**config.mk**
```make
export PLATFORM = sky130hd
export DESIGN_NAME = rf_wb_scheduler
export DESIGN_NICKNAME = d
export VERILOG_FILES = /design/src/rtl/rv32_pkg.sv /design/src/rtl/rr_arb2.sv /design/src/rtl/rf_wb_scheduler.sv
export SDC_FILE = /design/constraint.sdc
export NUM_CORES = 1
export LEC_CHECK = 0
export BUFFER_PORTS_ARGS = -buffer_cell sky130_fd_sc_hd__buf_2
export CAP_MARGIN = 25
export CORE_UTILIZATION = 55
export DETAILED_ROUTE_END_ITERATION = 6
export PLACE_DENSITY_LB_ADDON = 0.15
export SYNTH_ARGS = -nofsm -noshare
export SYNTH_HDL_FRONTEND = slang
export SYNTH_HIERARCHICAL = 1
export SYNTH_SLANG_ARGS = --single-unit
```
**constraint.sdc**
```tcl
create_clock -name i_clk -period 6.3 [get_ports i_clk]
set_input_delay 1.26 -clock i_clk [delete_from_list [all_inputs] [get_ports i_clk]]
set_output_delay 1.26 -clock i_clk [all_outputs]
set_load 0.05 [all_outputs]
```
**src/rtl/rv32_pkg.sv**
```systemverilog
// Shared RV32I constants and types for the register-file writeback path.
//   XLEN / NREG / AW : data width, architectural register count, address width
//   wb_req_t         : one writeback request (valid, destination, payload)
//   wb_src_e         : identifies which writeback requester owns the port
package rv32_pkg;

  localparam int XLEN = 32;
  localparam int NREG = 32;
  localparam int AW   = 5;

  typedef struct packed {
    logic            valid;
    logic [AW-1:0]   rd;
    logic [XLEN-1:0] data;
  } wb_req_t;

  typedef enum logic {
    SRC_ALU = 1'b0,
    SRC_LSU = 1'b1
  } wb_src_e;

endpackage

```
**src/rtl/rr_arb2.sv**
```systemverilog
// Two-requester round-robin arbiter.
//   i_clk, i_reset : clock, asynchronous active-low reset
//   req_i[1:0]     : request vector, bit 0 = ALU, bit 1 = LSU
//   gnt_o[1:0]     : one-hot combinational grant (all zero when no request)
// The pointer remembers the last source granted. When both sources request,
// the other one wins, so back-to-back contention alternates.
module rr_arb2
  import rv32_pkg::*;
(
  input  logic       i_clk,
  input  logic       i_reset,
  input  logic [1:0] req_i,
  output logic [1:0] gnt_o
);

  wb_src_e last_q, last_d;

  // State register. Resetting "last" to LSU makes ALU the first winner.
  always_ff @(posedge i_clk or negedge i_reset) begin
    if (!i_reset) begin
      last_q <= SRC_LSU;
    end else begin
      last_q <= last_d;
    end
  end

  // Next state: follow whichever source was just granted.
  always_comb begin
    last_d = last_q;
    if (gnt_o[0]) begin
      last_d = SRC_ALU;
    end else if (gnt_o[1]) begin
      last_d = SRC_LSU;
    end
  end

  // Output: a lone requester always wins; under contention, the one not
  // granted last wins.
  always_comb begin
    gnt_o = 2'b00;
    case (req_i)
      2'b01:   gnt_o = 2'b01;
      2'b10:   gnt_o = 2'b10;
      2'b11:   gnt_o = (last_q == SRC_ALU) ? 2'b10 : 2'b01;
      default: gnt_o = 2'b00;
    endcase
  end

endmodule

```
**src/rtl/rf_wb_scheduler.sv**
```systemverilog
// Register-file writeback scheduler: owns the single regfile write port.
//   i_clk, i_reset          : clock, asynchronous active-low reset
//   i_flush                 : clears the busy scoreboard, blocks issue this cycle
//   i_issue_* / o_issue_ready : decode-side hazard check and busy-bit set
//   i_alu_wb_* / o_alu_wb_ready : ALU writeback request and grant
//   i_lsu_wb_* / o_lsu_wb_ready : LSU writeback request and grant
//   o_rd_wren/addr/data     : registered regfile write pins
//   o_idle                  : nothing busy, nothing committing, nothing requesting
//
// Handshakes: a transfer happens on a clock edge where valid and ready are
// both 1. Issue ready is a pure hazard check and never looks at valid.
// Writeback ready is the arbiter grant; a requester holds valid and payload
// stable until it sees ready, and may change them after the accepting edge.
module rf_wb_scheduler
  import rv32_pkg::*;
#(
  parameter int XLEN_P = XLEN,
  parameter int NREG_P = NREG,
  parameter int AW_P   = AW
) (
  input  logic              i_clk,
  input  logic              i_reset,
  input  logic              i_flush,
  input  logic              i_issue_valid,
  input  logic [AW_P-1:0]   i_issue_rs1,
  input  logic [AW_P-1:0]   i_issue_rs2,
  input  logic              i_issue_use_rs1,
  input  logic              i_issue_use_rs2,
  input  logic              i_issue_wren,
  input  logic [AW_P-1:0]   i_issue_rd,
  output logic              o_issue_ready,
  input  logic              i_alu_wb_valid,
  input  logic [AW_P-1:0]   i_alu_wb_rd,
  input  logic [XLEN_P-1:0] i_alu_wb_data,
  output logic              o_alu_wb_ready,
  input  logic              i_lsu_wb_valid,
  input  logic [AW_P-1:0]   i_lsu_wb_rd,
  input  logic [XLEN_P-1:0] i_lsu_wb_data,
  output logic              o_lsu_wb_ready,
  output logic              o_rd_wren,
  output logic [AW_P-1:0]   o_rd_addr,
  output logic [XLEN_P-1:0] o_rd_data,
  output logic              o_idle
);

  logic [NREG_P-1:0] busy_q, busy_d;
  logic              wren_q;
  logic [AW_P-1:0]   addr_q;
  logic [XLEN_P-1:0] data_q;

  logic              hazard;
  logic              issue_fire;
  logic [1:0]        gnt;
  logic [AW_P-1:0]   sel_rd;
  logic [XLEN_P-1:0] sel_data;

  // ---------------------------------------------------------------- scoreboard
  // Only the registered busy vector is consulted, so a commit landing this
  // edge unblocks the dependent instruction on the following cycle, by which
  // time the regfile already holds the value.
  always_comb begin
    hazard = (i_issue_use_rs1 & busy_q[i_issue_rs1])
           | (i_issue_use_rs2 & busy_q[i_issue_rs2])
           | (i_issue_wren & (i_issue_rd != '0) & busy_q[i_issue_rd]);
  end

  assign o_issue_ready = ~hazard;
  assign issue_fire    = i_issue_valid & o_issue_ready & ~i_flush;

  // Clear first, then set, so a same-register set/clear pair leaves it busy.
  // Flush overrides both.
  always_comb begin
    busy_d = busy_q;
    if (wren_q) begin
      busy_d[addr_q] = 1'b0;
    end
    if (issue_fire && i_issue_wren && (i_issue_rd != '0)) begin
      busy_d[i_issue_rd] = 1'b1;
    end
    if (i_flush) begin
      busy_d = '0;
    end
    busy_d[0] = 1'b0;
  end

  always_ff @(posedge i_clk or negedge i_reset) begin
    if (!i_reset) begin
      busy_q <= '0;
    end else begin
      busy_q <= busy_d;
    end
  end

  // --------------------------------------------------------------- arbitration
  rr_arb2 u_arb (
    .i_clk   (i_clk),
    .i_reset (i_reset),
    .req_i   ({i_lsu_wb_valid, i_alu_wb_valid}),
    .gnt_o   (gnt)
  );

  assign o_alu_wb_ready = gnt[0];
  assign o_lsu_wb_ready = gnt[1];

  always_comb begin
    sel_rd   = gnt[1] ? i_lsu_wb_rd   : i_alu_wb_rd;
    sel_data = gnt[1] ? i_lsu_wb_data : i_alu_wb_data;
  end

  // -------------------------------------------------------------------- commit
  // A granted rd=0 request is consumed but never raises the write enable.
  // Flush does not touch this register: late results still land.
  always_ff @(posedge i_clk or negedge i_reset) begin
    if (!i_reset) begin
      wren_q <= 1'b0;
      addr_q <= '0;
      data_q <= '0;
    end else if (|gnt) begin
      wren_q <= (sel_rd != '0);
      addr_q <= sel_rd;
      data_q <= sel_data;
    end else begin
      wren_q <= 1'b0;
    end
  end

  assign o_rd_wren = wren_q;
  assign o_rd_addr = addr_q;
  assign o_rd_data = data_q;

  assign o_idle = ~(|busy_q) & ~wren_q & ~i_alu_wb_valid & ~i_lsu_wb_valid;

endmodule

```
## Word level (Yosys, flattened, before mapping)

Index checks and enable logic that the tools add are counted.

- Reductions and logical operators: 9
- Magnitude comparators: 6
- Muxes and demuxes: 20
- Equal/unequal tests: 3
- Bitwise gates (word level): 20

Operators with widths:

| operator | number |
|---|---|
| two-way mux 32 bit | 4 |
| AND 32 bit | 1 |
| inverter 32 bit | 1 |
| OR 32 bit | 1 |
| OR reduction 31 bit | 1 |
| < comparator 5 x 6 -> 1 bit (second input constant) | 4 |
| binary-select mux 1 bit (select 5 bit) | 3 |
| demux 1 bit (select 5 bit) | 2 |
| greater-or-equal comparator 5 x 1 -> 1 bit (second input constant) | 2 |
| nonzero test 5 bit | 2 |
| AND 1 bit | 9 |
| two-way mux 1 bit | 8 |
| inverter 1 bit | 6 |
| one-hot mux 2 bit (3 select lines) | 1 |
| two-way mux 5 bit | 1 |
| == test 2 bit (second input constant) | 2 |
| logical AND 1 bit | 4 |
| == test 2 x 1 -> 1 bit (second input constant) | 1 |
| two-way mux 2 bit | 1 |
| OR 1 bit | 2 |
| nonzero test 2 bit | 1 |
| OR reduction 2 bit | 1 |

- Bits of input ports: 98
- Output and inout bits: 42
- Logic and storage cells: 63
- Flip-flop bits (word level): 70

## Logic depth before layout (Yosys ltp)

Gate-level depths: netlist of the first run.

- Depth in word-level cells: 12
- Mapped depth: 8
- Mapped depth without buffers: 6

## Hierarchy

Netlist of the first run, hierarchy kept.

Modules (own cells, without submodules):

| module | area an instance (sq um) | cells an instance | instances |
|---|---|---|---|
| rf_wb_scheduler | 4264.1 | 428 | 1 |
| rr_arb2 | 53.8 | 6 | 1 |

## Least setup slack after synthesis of the first run

Ideal clock, no wire load.

- Path kind: input port to output port
- From: input i_alu_wb_valid
- To: output o_idle
- Data arrival time: 3139 ps
- Path buffers: 0
- Slack: 1901 ps
- Data required time: 5040 ps
- Cell stages on the path: 4
- Path through: nor4_1 and4_1 nand4_1 nor4_1

- Longest elaborated chain between the ends: 3

Ends and longest elaborated chain:

| element | line | text |
|---|---|---|
| from (decl) | rf_wb_scheduler.sv:32 | `input logic i_alu_wb_valid,` |
| inverter 1 bit | rf_wb_scheduler.sv:131 | `assign o_idle = ~(\|busy_q) & ~wren_q & ~i_alu_wb_valid & ~i_lsu_wb_valid;` |
| AND 1 bit (2 in a row) | rf_wb_scheduler.sv:131 |  |
| to (decl) | rf_wb_scheduler.sv:43 | `output logic o_idle` |

Every way passes these cells.

## Final worst setup path of the first run

- From: input i_issue_rd[0]
- To: output o_issue_ready

- Longest elaborated chain between the ends: 5

Ends and longest elaborated chain:

| element | line | text |
|---|---|---|
| from (decl) | rf_wb_scheduler.sv:30 | `input logic [AW_P-1:0] i_issue_rd,` |
| binary-select mux 1 bit (select 5 bit) or nonzero test 5 bit (tied branches) | rf_wb_scheduler.sv:64 | `\| (i_issue_wren & (i_issue_rd != '0) & busy_q[i_issue_rd]);` |
| two-way mux 1 bit (not written as such) or AND 1 bit (tied branches) | rf_wb_scheduler.sv:64 |  |
| AND 1 bit * | rf_wb_scheduler.sv:64 |  |
| OR 1 bit * | rf_wb_scheduler.sv:64 |  |
| inverter 1 bit * | rf_wb_scheduler.sv:67 | `assign o_issue_ready = ~hazard;` |
| to (decl) | rf_wb_scheduler.sv:31 | `output logic o_issue_ready,` |

Mark *: on every way between the ends. The rest lies on a longest branch, timed or not. The select of a mux whose other input is x is not followed.

==> results.md, run 1 <==
- The run finished with clean final reports.
- The CTS buffer count is 9.
- The largest single stage delay on the critical path is 0.55 ns.
- Counting every sink on the clock net gives 70.
- From left edge to right edge, the die measures 90.6 um.
- After synthesis, the most frequently instantiated cells are 69 x dfrtp_1, 59 x nand2_1, 54 x o21ai_0.
- Timing would allow up to 0.223 GHz.
- The actual transition at the worst max-transition pin is 0.854 ns.
- The number of pins exceeding their max-slew limit in the final report is 0.
- Along the worst path, the maximum fanout reaches 17.
- The number of nets in the synthesized netlist is about 530.
- Counting I/O delays and the setup requirement, the final critical path takes between 4 and 5 ns.
- The final core utilization is 70.9%.
- The Yosys step of the flow raised 6 warnings.
- The wire length of the first global-routing pass is between 20,000 and 25,000 um.
- The critical path goes through buf_2 > mux4_2 > a22oi_1 > nand3_1 > a32oi_4 > o21a_1 > buf_2.
- The detailed-route vias per instance is ~6.
- Including well taps, the total number of placed cells is between 600 and 700.
- Synthesis instantiated 51 different standard cells from the library.
- The detailed placement HPWL is roughly 9600 um.
- The critical path required time is 5.04 ns.
- Setup repair after global routing left no endpoint under its margin.
- The worst relative slew slack is 43.0%.
- The total power per unit cell area is about 240 mW/mm2.
- The final number of hold-violating endpoints is 0.
- The number of antenna violations at the first check in global routing was 0.
- The biggest area contributor in the post-synthesis netlist is dfrtp_1.
- Across every metal layer, demand over resource in global routing totals between 30% and 40%.
- The area fraction of the dominant cell type after synthesis is 40.0%.
- Counting every instance in the synthesized netlist gives 434.
- The most numerous cell type found on the critical path is buf_2.
- The DRC violation total after the first TritonRoute iteration is 291.
- For this block, the via count after detailed routing is 4,054.
- The number of synthesized register bits is 70.
- The critical-path cell with the highest stage delay is mux4_2.
- The routed wire length per instance is about 20 um.
- For the worst setup path, the data arrival time is between 3 and 4 ns.
- The synthesized area per cell is 9.95 um2.
- By area the synthesized netlist is led by dfrtp_1 40%, mux2i_1 10%, mux4_2 8.9%.
- The worst min-delay path class is reg -> reg.
- The tool flagged a number of max-cap violations equal to 0.
- Across the whole layout, storage elements account for 0.00175 mm2.
- The post-CTS repair timing setup buffer count is 0.
- The CTS root buffer is clkbuf_8.
- The element type at the critical path start is an input port.
- The number of enable-type register cells in the synthesized netlist is 0.
- The post-route netlist has 34.3% of its cells at a drive strength greater than 1.
- The number of gates resized after CTS was 0.
- The fraction of the yosys area taken by sequential cells is about two fifths.
- The category of the worst setup path capture point is an output port.
- Once detail routing completed, the nets flagged for antenna violations numbered 0.
- In this run the deepest clock path goes through 2 buffers.
- The number of port buffers is 139.
- Counting the fill cells in the layout gives 589.
- The count of pins on the block boundary is 140.
- The final worst-path cycle share is 71.1%.
- The number of search-and-repair iterations in the first detailed-routing pass is 5.
- The leakage power is about 2.4 nW.
- The final layout contains 659 nets.
- In the final layout, the multi-input gates occupy around 0.0024 mm2.
- The clock latency on the worst-skew pair is 0.34 ns.
- The cell with the most instances after synthesis is dfrtp_1.
- The post-cts hold buffer count is 0.
- TritonCTS built the clock tree.
- The CTS clock-pin slew for the worst setup and hold paths is about 0.080 ns.
- The fraction of registers with async set/reset is 100%.
- The worst-case IR drop observed on VDD is 0.187 mV.
- The placeable core region is approximately 0.0074 mm2.
- The floorplan row count is 31.
- The die covers a little over 0.008 mm2.
- The placer congestion estimate is ~1.1.
- The number of antenna diodes in the final layout is 0.
- The via count of the first global-routing pass is 4,005.
- For this run, design rule violations remaining after detail routing come to 0.
- Compared with the post-synthesis result, the final layout area differs by 21.6%.
- The clock tree synthesis step divided the H-tree into 3 levels.
- Once the floorplan was initialized, standard cells occupied 58.3% of the core.
- Setup violations remaining at the end of the flow were counted as 0.
- The maximum number of pins on one net before global-route repair is 79.
- Leaving out filler cells and counting taps, the final layout contains 665.
- The die is 90.6 um tall.
- After synthesis the cells add up to 0.00432 mm2.
- The design draws 1.28 mW.
- After detailed routing, the total wire length is 13,000 um.
- The critical path is of the in -> out type.
- For this run, the leading register cell type out of synthesis is dfrtp_1.
- The worst setup skew after layout is 0.0106 ns.
- For the final routed database, the setup TNS stands at 0 ns.
- The overall overflow remaining after global route is 0.
[cells by family (layout without fill, tap and decap cells)]
| logic type | count (synthesis) | after routing | share of synthesized area (%) |
|---|---|---|---|
| muxes | 68 | 68 | 20.9 |
| AOI/OAI and AO/OA | 114 | 114 | 16.2 |
| buffers and inverters | 32 | 164 | 3.59 |
| DFF | 70 | 70 | 40.6 |
| and+or+nand+nor | 150 | 150 | 18.7 |
[metrics by stage]
stage                     setup slack, ns  cell area, um2  hold WS (ns)
after floorplan                      1.90            4320         0.479
after global placement               1.85            5050         0.508
after detailed placement             1.84            5050         0.515
after CTS                            1.84            5250         0.527
after global routing                 1.68            5250         0.585
final                                1.82            5250         0.524
[critical path, delay by kind of cell]
kind,cells,cell delay (ns)
AND/OR/NAND/NOR,1,0.15
buffers and inverters,2,0.58
AO/OA/AOI/OAI,3,0.68
multiplexers,1,0.55
[cells in the final DEF, fill, tap and decap left out, types with 3 or more instances in the layout]
| master | count |
|---|---|
| mux2_2 | 5 |
| nand3_1 | 5 |
| nor2b_1 | 23 |
| buf_2 | 139 |
| o21ai_1 | 31 |
| o21ai_0 | 54 |
| mux2i_1 | 45 |
| buf_4 | 3 |
| dfrtp_1 | 69 |
| nand3b_1 | 20 |
| clkbuf_8 | 11 |
| o2111ai_2 | 4 |
| nand2_1 | 59 |
| nor2_1 | 8 |
| nor4_1 | 9 |
| a22oi_1 | 4 |
| inv_1 | 6 |
| nand2b_1 | 6 |
| nor3b_1 | 5 |
| mux4_2 | 17 |
[power by group]
part	internal [mW]	switching, mW
registers	0.490	0.0373
clock network	0.204	0.166
logic	0.111	0.271
total	0.806	0.475
[cell type report]
class / count / share of cell area (%)
well taps: 99 / 2.36
clock buffers: 13 / 3.03
repair buffers: 142 / 13.7
clock inverters: 3 / 0.810
flip-flops and latches: 70 / 33.4
inverters: 6 / 0.429
multi-input cells: 332 / 46.3
[per-layer routing]
layer | vias up | share of wire [%] | GRT usage (%)
met1 | 1920 | 39 | 40.8
li1 | 1854 | - | -
met3 | 42 | 9.3 | 8.75
met5 | - | 0 | 0
met2 | 238 | 47 | 52.8
met4 | 0 | 4.3 | 15.3
[registers in the layout, summed over array words and instances, names as in the netlist]
register / count
o_rd_addr: 5
o_rd_data: 32
busy_q: 31
o_rd_wren: 1
u_arb/last_q: 1
[final timing paths]
kind	slack, ns	cells after the start	start	to
setup / recovery	1.82	7	i_issue_rd[0]	o_issue_ready
hold / removal	0.52	2	u_arb/last_q$_DFFE_PN1P_	u_arb/last_q$_DFFE_PN1P_
setup reg to reg	3.83	6	busy_q[11]$_DFF_PN0_	busy_q[23]$_DFF_PN0_
hold reg to reg	0.52	2	u_arb/last_q$_DFFE_PN1P_	u_arb/last_q$_DFFE_PN1P_
max in group asynchronous	4.63	2	i_reset	busy_q[21]$_DFF_PN0_
min in group asynchronous	1.12	2	i_reset	o_rd_data[31]$_DFFE_PN0P_
Note: power is estimated with default switching activity, not from simulation.
==> inputs of run 2 (changes only) <==
--- a/config.mk
+++ b/config.mk
@@ -7,7 +7,7 @@
 export LEC_CHECK = 0
 export BUFFER_PORTS_ARGS = -buffer_cell sky130_fd_sc_hd__buf_2
 export CAP_MARGIN = 25
-export CORE_UTILIZATION = 55
+export CORE_UTILIZATION = 47
 export DETAILED_ROUTE_END_ITERATION = 6
 export PLACE_DENSITY_LB_ADDON = 0.15
 export SYNTH_ARGS = -nofsm -noshare
==> constraint.sdc (replaced) <==
create_clock -name i_clk -period 3.9 [get_ports i_clk]
set_input_delay 0.78 -clock i_clk [delete_from_list [all_inputs] [get_ports i_clk]]
set_output_delay 0.78 -clock i_clk [all_outputs]
set_load 0.05 [all_outputs]
==> results.md, run 2 (synthesized netlist as in run 1, its figures left out) <==
- The number of search-and-repair iterations in the first detailed-routing pass is 6 (+1).
- The CTS buffer count is 9 (unchanged).
- The floorplan row count is 34 (+9.7%).
- The kind of cell with the highest combined delay along the critical path is compound AO/OA/AOI/OAI gates.
- The clock tree from TritonCTS is yes.
- The overall die height is 97.9 um (+8.0%).
- In the layout the commonest cells are 139 x buf_2, 69 x dfrtp_1, 59 x nand2_1.
- The critical path goes through buf_2 > mux4_2 > a22oi_1 > nand3_1 > a32oi_4 > o21a_1 > buf_2.
- The number of levels the H-tree was split into came to 3 (unchanged).
- The placeable core region is 0.00881 mm2 (+19%).
- The number of antenna violations at the first check in global routing came to 0 (unchanged).
- The filler cell count is 788 (+34%).
- The overall routing resource usage was 27.9% (-4.8 points).
- The worst setup path is launched from an input port.
- The share of final-layout standard cells stronger than drive strength 1 is 34.3% (+0.055 points).
- The cell area after placement is 0.00509 mm2 (+0.77%).
- The critical path required time came to 3.12 ns (-1.92 ns).
- The leakage power is 2.37 nW (about the same).
- The post-CTS repair timing setup buffer count is 0 (unchanged).
- For the finished layout, the period the worst path requires is 3.55 ns.
- In this design, the critical path's most frequently occurring cell is buf_2.
- The worst relative slew slack is 54.3% (+11 points).
- On the critical path, the stage with the largest delay is an instance of mux4_2.
- The starting density of the core is 49.0% (-9.3 points).
- The area of the die came to 0.00957 mm2 (+17%).
- The checks that failed: DRC.
- The total clock sinks is 70 (unchanged).
- The residual antenna-violating net count after detailed routing was 0 (unchanged).
- The upper clock frequency limit is 0.281 GHz.
- The total power consumption of the routed design is 1.97 mW (+54%).
- The post-cts hold buffer count is 0 (unchanged).
- The routed via count is 3,991 (-1.6%).
- The arrival time of data at the critical path endpoint is 2.77 ns (-0.45 ns).
- The horizontal die dimension came to 97.9 um (+8.0%).
- The area used by multi-input combinational logic came to 0.00243 mm2 (unchanged).
- The flip-flop count of the largest register after layout was 32 (unchanged).
- The number of remaining DRC errors is 8 (+8).
- Clock tree synthesis selected as its root buffer the cell clkbuf_8.
- The longest individual stage delay on the worst path came to 0.56 ns (about the same).
- Leaving out fill and tap cells, the most frequent cell in the layout is buf_2.
- The count of pins on the block boundary was 140 (unchanged).
- The register cell area after layout is 0.00175 mm2 (unchanged).
- The number of failing setup endpoints in the final timing report is 0 (unchanged).
- The total of cells resized after clock tree synthesis was 0 (unchanged).
- The total power per unit cell area came to 375 mW/mm2 (+54%).
- The number of diodes added for antenna fixing was 0 (unchanged).
- The maximum number of pins on one net before global-route repair was 59 (-25%).
- The number of nets in the layout is 661 (+0.30%).
- The number of port buffers is 139 (unchanged).
- The critical path in this run is classified as in -> out.
- The DRC violation total after the first TritonRoute iteration is 223 (-23%).
- Setup repair after global routing left no endpoint under its margin.
- The tightest min-delay check is of the in -> async type.
- The category of the worst setup path capture point is an output port.
- The CTS clock-pin slew for the worst setup and hold paths is 0.08 ns (about the same).
- The number of buffers on the longest clock path is 2 (unchanged).
- The final core utilization is 59.6% (-11 points).
- The number of pins exceeding their max-slew limit in the final report came to 0 (unchanged).
- The largest fanout on the critical path was 17 (unchanged).
- The flow ran to the end, but the final reports show violations.
- The final number of hold-violating endpoints is 0 (unchanged).
- The worst setup skew after layout is 0.00939 ns (-0.00123 ns).
- The relative area change from synthesis to final layout is 21.5% (about the same).
- The placer congestion estimate is 0.911 (-14%).
- The actual transition at the worst max-transition pin is 0.684 ns (-0.170 ns).
- The total wire length is 12,800 um (-2.0%).
- The setup TNS was 0 ns (unchanged).
- The routed wire length per instance is 18.9 um (-3.5%).
- The maximum VDD drop came to 0.296 mV (+59%).
- The overall overflow remaining after global route is 0 (unchanged).
- The wire length of the first global-routing pass is 21,000 um (+2.4%).
- The final non-filler cell area was 0.00525 mm2 (about the same).
- The detailed-route vias per instance came to 5.90 (-3.2%).
- The detailed placement HPWL is 9430 um (-1.4%).
- The clock latency on the worst-skew pair is 0.34 ns (about the same).
- The number of maximum-capacitance constraint violations is 0 (unchanged).
- The number of buffer and inverter instances along the worst setup path is 2 (unchanged).
- The via count of the first global-routing pass is 4,065 (+1.5%).
- The final worst-path cycle share is a little over 90%.
-- run 2: changes by cell type in the layout (fill, tap and decap cells not counted), sizes merged --
cell / previous run / this run
clkinv: 1 / 4
buf: 142 / 144
bufinv: 1 / 0
clkbuf: 13 / 12
clkinvlp: 1 / 0
-- run 2: final timing paths --
| check | from | end | slack, ns | cells after the start |
|---|---|---|---|---|
| worst max-delay path | i_issue_rd[0] | o_issue_ready | 0.35 | 7 |
| worst min-delay path | i_reset | o_rd_data[27]$_DFFE_PN0P_ | 0.35 | 1 |
| worst max register to register | busy_q[7]$_DFF_PN0_ | busy_q[4]$_DFF_PN0_ | 1.46 | 6 |
| worst min register to register | u_arb/last_q$_DFFE_PN1P_ | u_arb/last_q$_DFFE_PN1P_ | 0.52 | 2 |
| max in group asynchronous | i_reset | o_rd_data[17]$_DFFE_PN0P_ | 2.68 | 3 |
| min in group i_clk | u_arb/last_q$_DFFE_PN1P_ | u_arb/last_q$_DFFE_PN1P_ | 0.52 | 2 |
-- run 2: stage by stage --
| stage | cells | hold slack [ns] | worst slack [ns] |
|---|---|---|---|
| 2_1_floorplan | 434 | 0.479 | 0.461 |
| 3_3_place_gp | 659 | 0.505 | 0.382 |
| 5_1_grt | 676 | 0.357 | 0.218 |
| 6_report | 676 | 0.347 | 0.345 |
| 3_5_place_dp | 660 | 0.512 | 0.367 |
| 4_1_cts | 676 | 0.344 | 0.361 |
-- run 2: routing by layer --
layer	GRT usage, %	part of all wire, %	vias to the layer above
met1	36.4	41	1897
li1	-	-	1855
met4	9.79	2.1	0
met2	45.6	48	215
met5	0	0	-
met3	6.51	8.5	24
-- run 2: area by class of cell --
cell class | instances | area share, %
multi-input cells | 332 | 46.4
flip-flops and latches | 70 | 33.4
repair buffers | 144 | 14.2
clock buffers | 12 | 2.58
well taps | 108 | 2.58
clock inverters | 4 | 0.453
inverters | 6 | 0.429
-- run 2: power breakdown --
group          internal [mW]  switching (mW)
logic                  0.183           0.439
registers              0.792          0.0612
clock network          0.229           0.265
total                   1.20           0.766
-- run 2: worst register-to-register path, delay by kind of cell, from the launching register on --
kind	cells	cell delay [ns]
flip-flops	1	0.46
multiplexers	2	0.68
AO/OA/AOI/OAI	4	1.22
==> inputs of run 3 (changes only) <==
--- a/config.mk
+++ b/config.mk
@@ -7,7 +7,7 @@
 export LEC_CHECK = 0
 export BUFFER_PORTS_ARGS = -buffer_cell sky130_fd_sc_hd__buf_2
 export CAP_MARGIN = 25
-export CORE_UTILIZATION = 47
+export CORE_UTILIZATION = 30
 export DETAILED_ROUTE_END_ITERATION = 6
 export PLACE_DENSITY_LB_ADDON = 0.15
 export SYNTH_ARGS = -nofsm -noshare
==> results.md, run 3 (synthesized netlist as in run 1, its figures left out) <==
- The flow ran to the end, and the final reports show no timing, DRC or antenna violations.
- The worst setup slack for register-to-register paths is 1.49 ns (+0.03 ns).
- The critical path required time came to 3.12 ns (about the same).
- The category of the worst setup path capture point is an output port.
- The count of pins on the block boundary came to 140 (unchanged).
- The clock latency on the worst-skew pair was 0.33 ns (about the same).
- The overall routing resource usage was 19.7% (-8.2 points).
- The post-cts hold buffer count was 0 (unchanged).
- The final number of hold-violating endpoints is 0 (unchanged).
- The detailed placement HPWL is 10,300 um (+9.1%).
- The flip-flop count of the largest register after layout was 32 (unchanged).
- In this run the clock root is driven by a clkbuf_16.
- The number of antenna violations at the first check in global routing is 0 (unchanged).
- The number of pins exceeding their max-slew limit in the final report is 0 (unchanged).
- The total clock sinks is 70 (unchanged).
- In this run the critical register-to-register path is captured at busy_q[27]$_DFF_PN0_.
- The most critical setup path has its endpoint at o_issue_ready.
- The worst register-to-register path begins at busy_q[23]$_DFF_PN0_.
- The worst setup skew after layout is 0.00586 ns (-0.00353 ns).
- The shortest clock period the worst path allows after layout came to 3.51 ns (-0.0480 ns).
- The filler cell count is 1,420 (+80%).
- The total of cells resized after clock tree synthesis is 0 (unchanged).
- The routed via count is 3,965 (-0.65%).
- The CTS clock-pin slew for the worst setup and hold paths is 0.06 ns (-0.02 ns).
- The number of remaining DRC errors was 0 (-8).
- The routed wire length per instance came to 18.6 um (-1.3%).
- The starting density of the core was 31.0% (-18 points).
- The final core utilization is 39.1% (-20 points).
- The logic depth of the worst register-to-register path is 6 (unchanged).
- The number of levels the H-tree was split into is 3 (unchanged).
- The via count of the first global-routing pass came to 3,958 (-2.6%).
- The placeable core region was 0.0139 mm2 (+58%).
- The number of buffers on the longest clock path is 2 (unchanged).
- The detailed-route vias per instance came to 5.30 (-10%).
- The leakage power is 2.42 nW (+2.3%).
- The setup TNS is 0 ns (unchanged).
- The maximum VDD drop was 0.217 mV (-27%).
- The final standard cell count with taps included and fillers excluded is 748 (+11%).
- The total power per unit cell area is 415 mW/mm2 (+11%).
- The wire length of the first global-routing pass is 21,900 um (+4.4%).
- The number of failing setup endpoints in the final timing report is 0 (unchanged).
- The arrival time of data at the critical path endpoint is 2.73 ns (-0.04 ns).
- Setup repair after global routing left no endpoint under its margin.
- The floorplan row count is 43 (+26%).
- The number of maximum-capacitance constraint violations came to 0 (unchanged).
- The leading cell type in the layout, fill and taps excluded is buf_2.
- In this run the worst hold path is classified as in -> async.
- The number of port buffers is 139 (unchanged).
- The horizontal die dimension was 122 um (+25%).
- The critical path class is in -> out.
- The DRC violation total after the first TritonRoute iteration came to 243 (+9.0%).
- The CTS buffer count came to 9 (unchanged).
- The placer congestion estimate is 0.930 (+2.0%).
- The register cell area after layout came to 0.00175 mm2 (unchanged).
- The maximum number of pins on one net before global-route repair was 57 (-3.4%).
- The post-CTS repair timing setup buffer count is 0 (unchanged).
- The cell count after placement is 732 (+11%).
- The number of nets in the layout is 661 (unchanged).
- The area of the die came to 0.0149 mm2 (+55%).
- The timing startpoint of the critical path is i_issue_rd[0].
- The share of final-layout standard cells stronger than drive strength 1 was 34.5% (+0.18 points).
- The upper clock frequency limit came to 0.285 GHz (+1.4%).
- The worst relative slew slack came to 51.8% (-2.5 points).
- The actual transition at the worst max-transition pin is 0.722 ns (+0.0376 ns).
- The residual antenna-violating net count after detailed routing is 0 (unchanged).
- The number of search-and-repair iterations in the first detailed-routing pass is 5 (-1).
- The relative area change from synthesis to final layout is 26.2%.
- The final worst-path cycle share came to 89.9% (-1.2 points).
- The overall die height is 122 um (+25%).
- The total wire length came to 13,900 um (+9.2%).
- The overall overflow remaining after global route was 0 (unchanged).
- In the layout the commonest cells are 139 x buf_2, 69 x dfrtp_1, 59 x nand2_1.
- The largest fanout on the critical path came to 17 (unchanged).
- The area used by multi-input combinational logic is 0.00243 mm2 (unchanged).
- The worst setup path is launched from an input port.
- The number of diodes added for antenna fixing was 0 (unchanged).
- The clock tree from TritonCTS is yes.
## run 3: cell types whose count changed in the layout (fill, tap and decap cells not counted), sizes merged
cell,before,now
bufinv,0,1
clkbuf,12,11
## run 3: how the worst min path moves through the flow
stage / slack (ns) / depth (start not counted) / endpoint / from
floorplan: 0.48 / 0 / busy_q[10]$_DFF_PN0_ / i_reset
global placement: 0.51 / 2 / u_arb/last_q$_DFFE_PN1P_ / u_arb/last_q$_DFFE_PN1P_
detailed placement: 0.53 / 2 / u_arb/last_q$_DFFE_PN1P_ / u_arb/last_q$_DFFE_PN1P_
CTS: 0.52 / 1 / o_rd_data[0]$_DFFE_PN0P_ / i_reset
global route: 0.54 / 1 / o_rd_data[6]$_DFFE_PN0P_ / i_reset
finish: 0.50 / 1 / o_rd_data[10]$_DFFE_PN0P_ / i_reset
## run 3: final cells by class
| type | count | share of cell area, % |
|---|---|---|
| multi-input combinational | 332 | 44.6 |
| sequential | 70 | 32.2 |
| timing repair buffer | 144 | 13.5 |
| clock buffer | 11 | 4.27 |
| tap | 180 | 4.13 |
| clock inverter | 5 | 0.918 |
| inverter | 6 | 0.413 |
## run 3: report_power, final
group | switching [mW] | internal (mW)
logic | 0.441 | 0.182
registers | 0.0593 | 0.793
clock network | 0.298 | 0.491
total | 0.799 | 1.47
## run 3: worst max-delay path, cell delays in order
cell and delay, ns:
buf_2 0.31, mux4_2 0.55, a22oi_1 0.20, nand3_1 0.14, a32oi_4 0.32, o21a_1 0.17
buf_2 0.25
## run 3: per-layer routing
layer / vias up / GRT usage [%] / routed length (um)
met3: 33 / 5.06 / 1300
met2: 205 / 28.1 / 5840
li1: 1863 / - / -
met5: - / 0 / 0
met1: 1864 / 27.8 / 6380
met4: 0 / 8.33 / 421
## run 3: through the flow
stage	hold slack, ns	power, mW	instance area (um2)	setup WS (ns)
floorplan	0.479	1.29	4320	0.461
global placement	0.509	1.48	5170	0.413
detailed placement	0.525	1.49	5170	0.389
CTS	0.518	2.29	5450	0.385
global route	0.544	2.38	5450	0.252
finish	0.497	2.26	5450	0.393
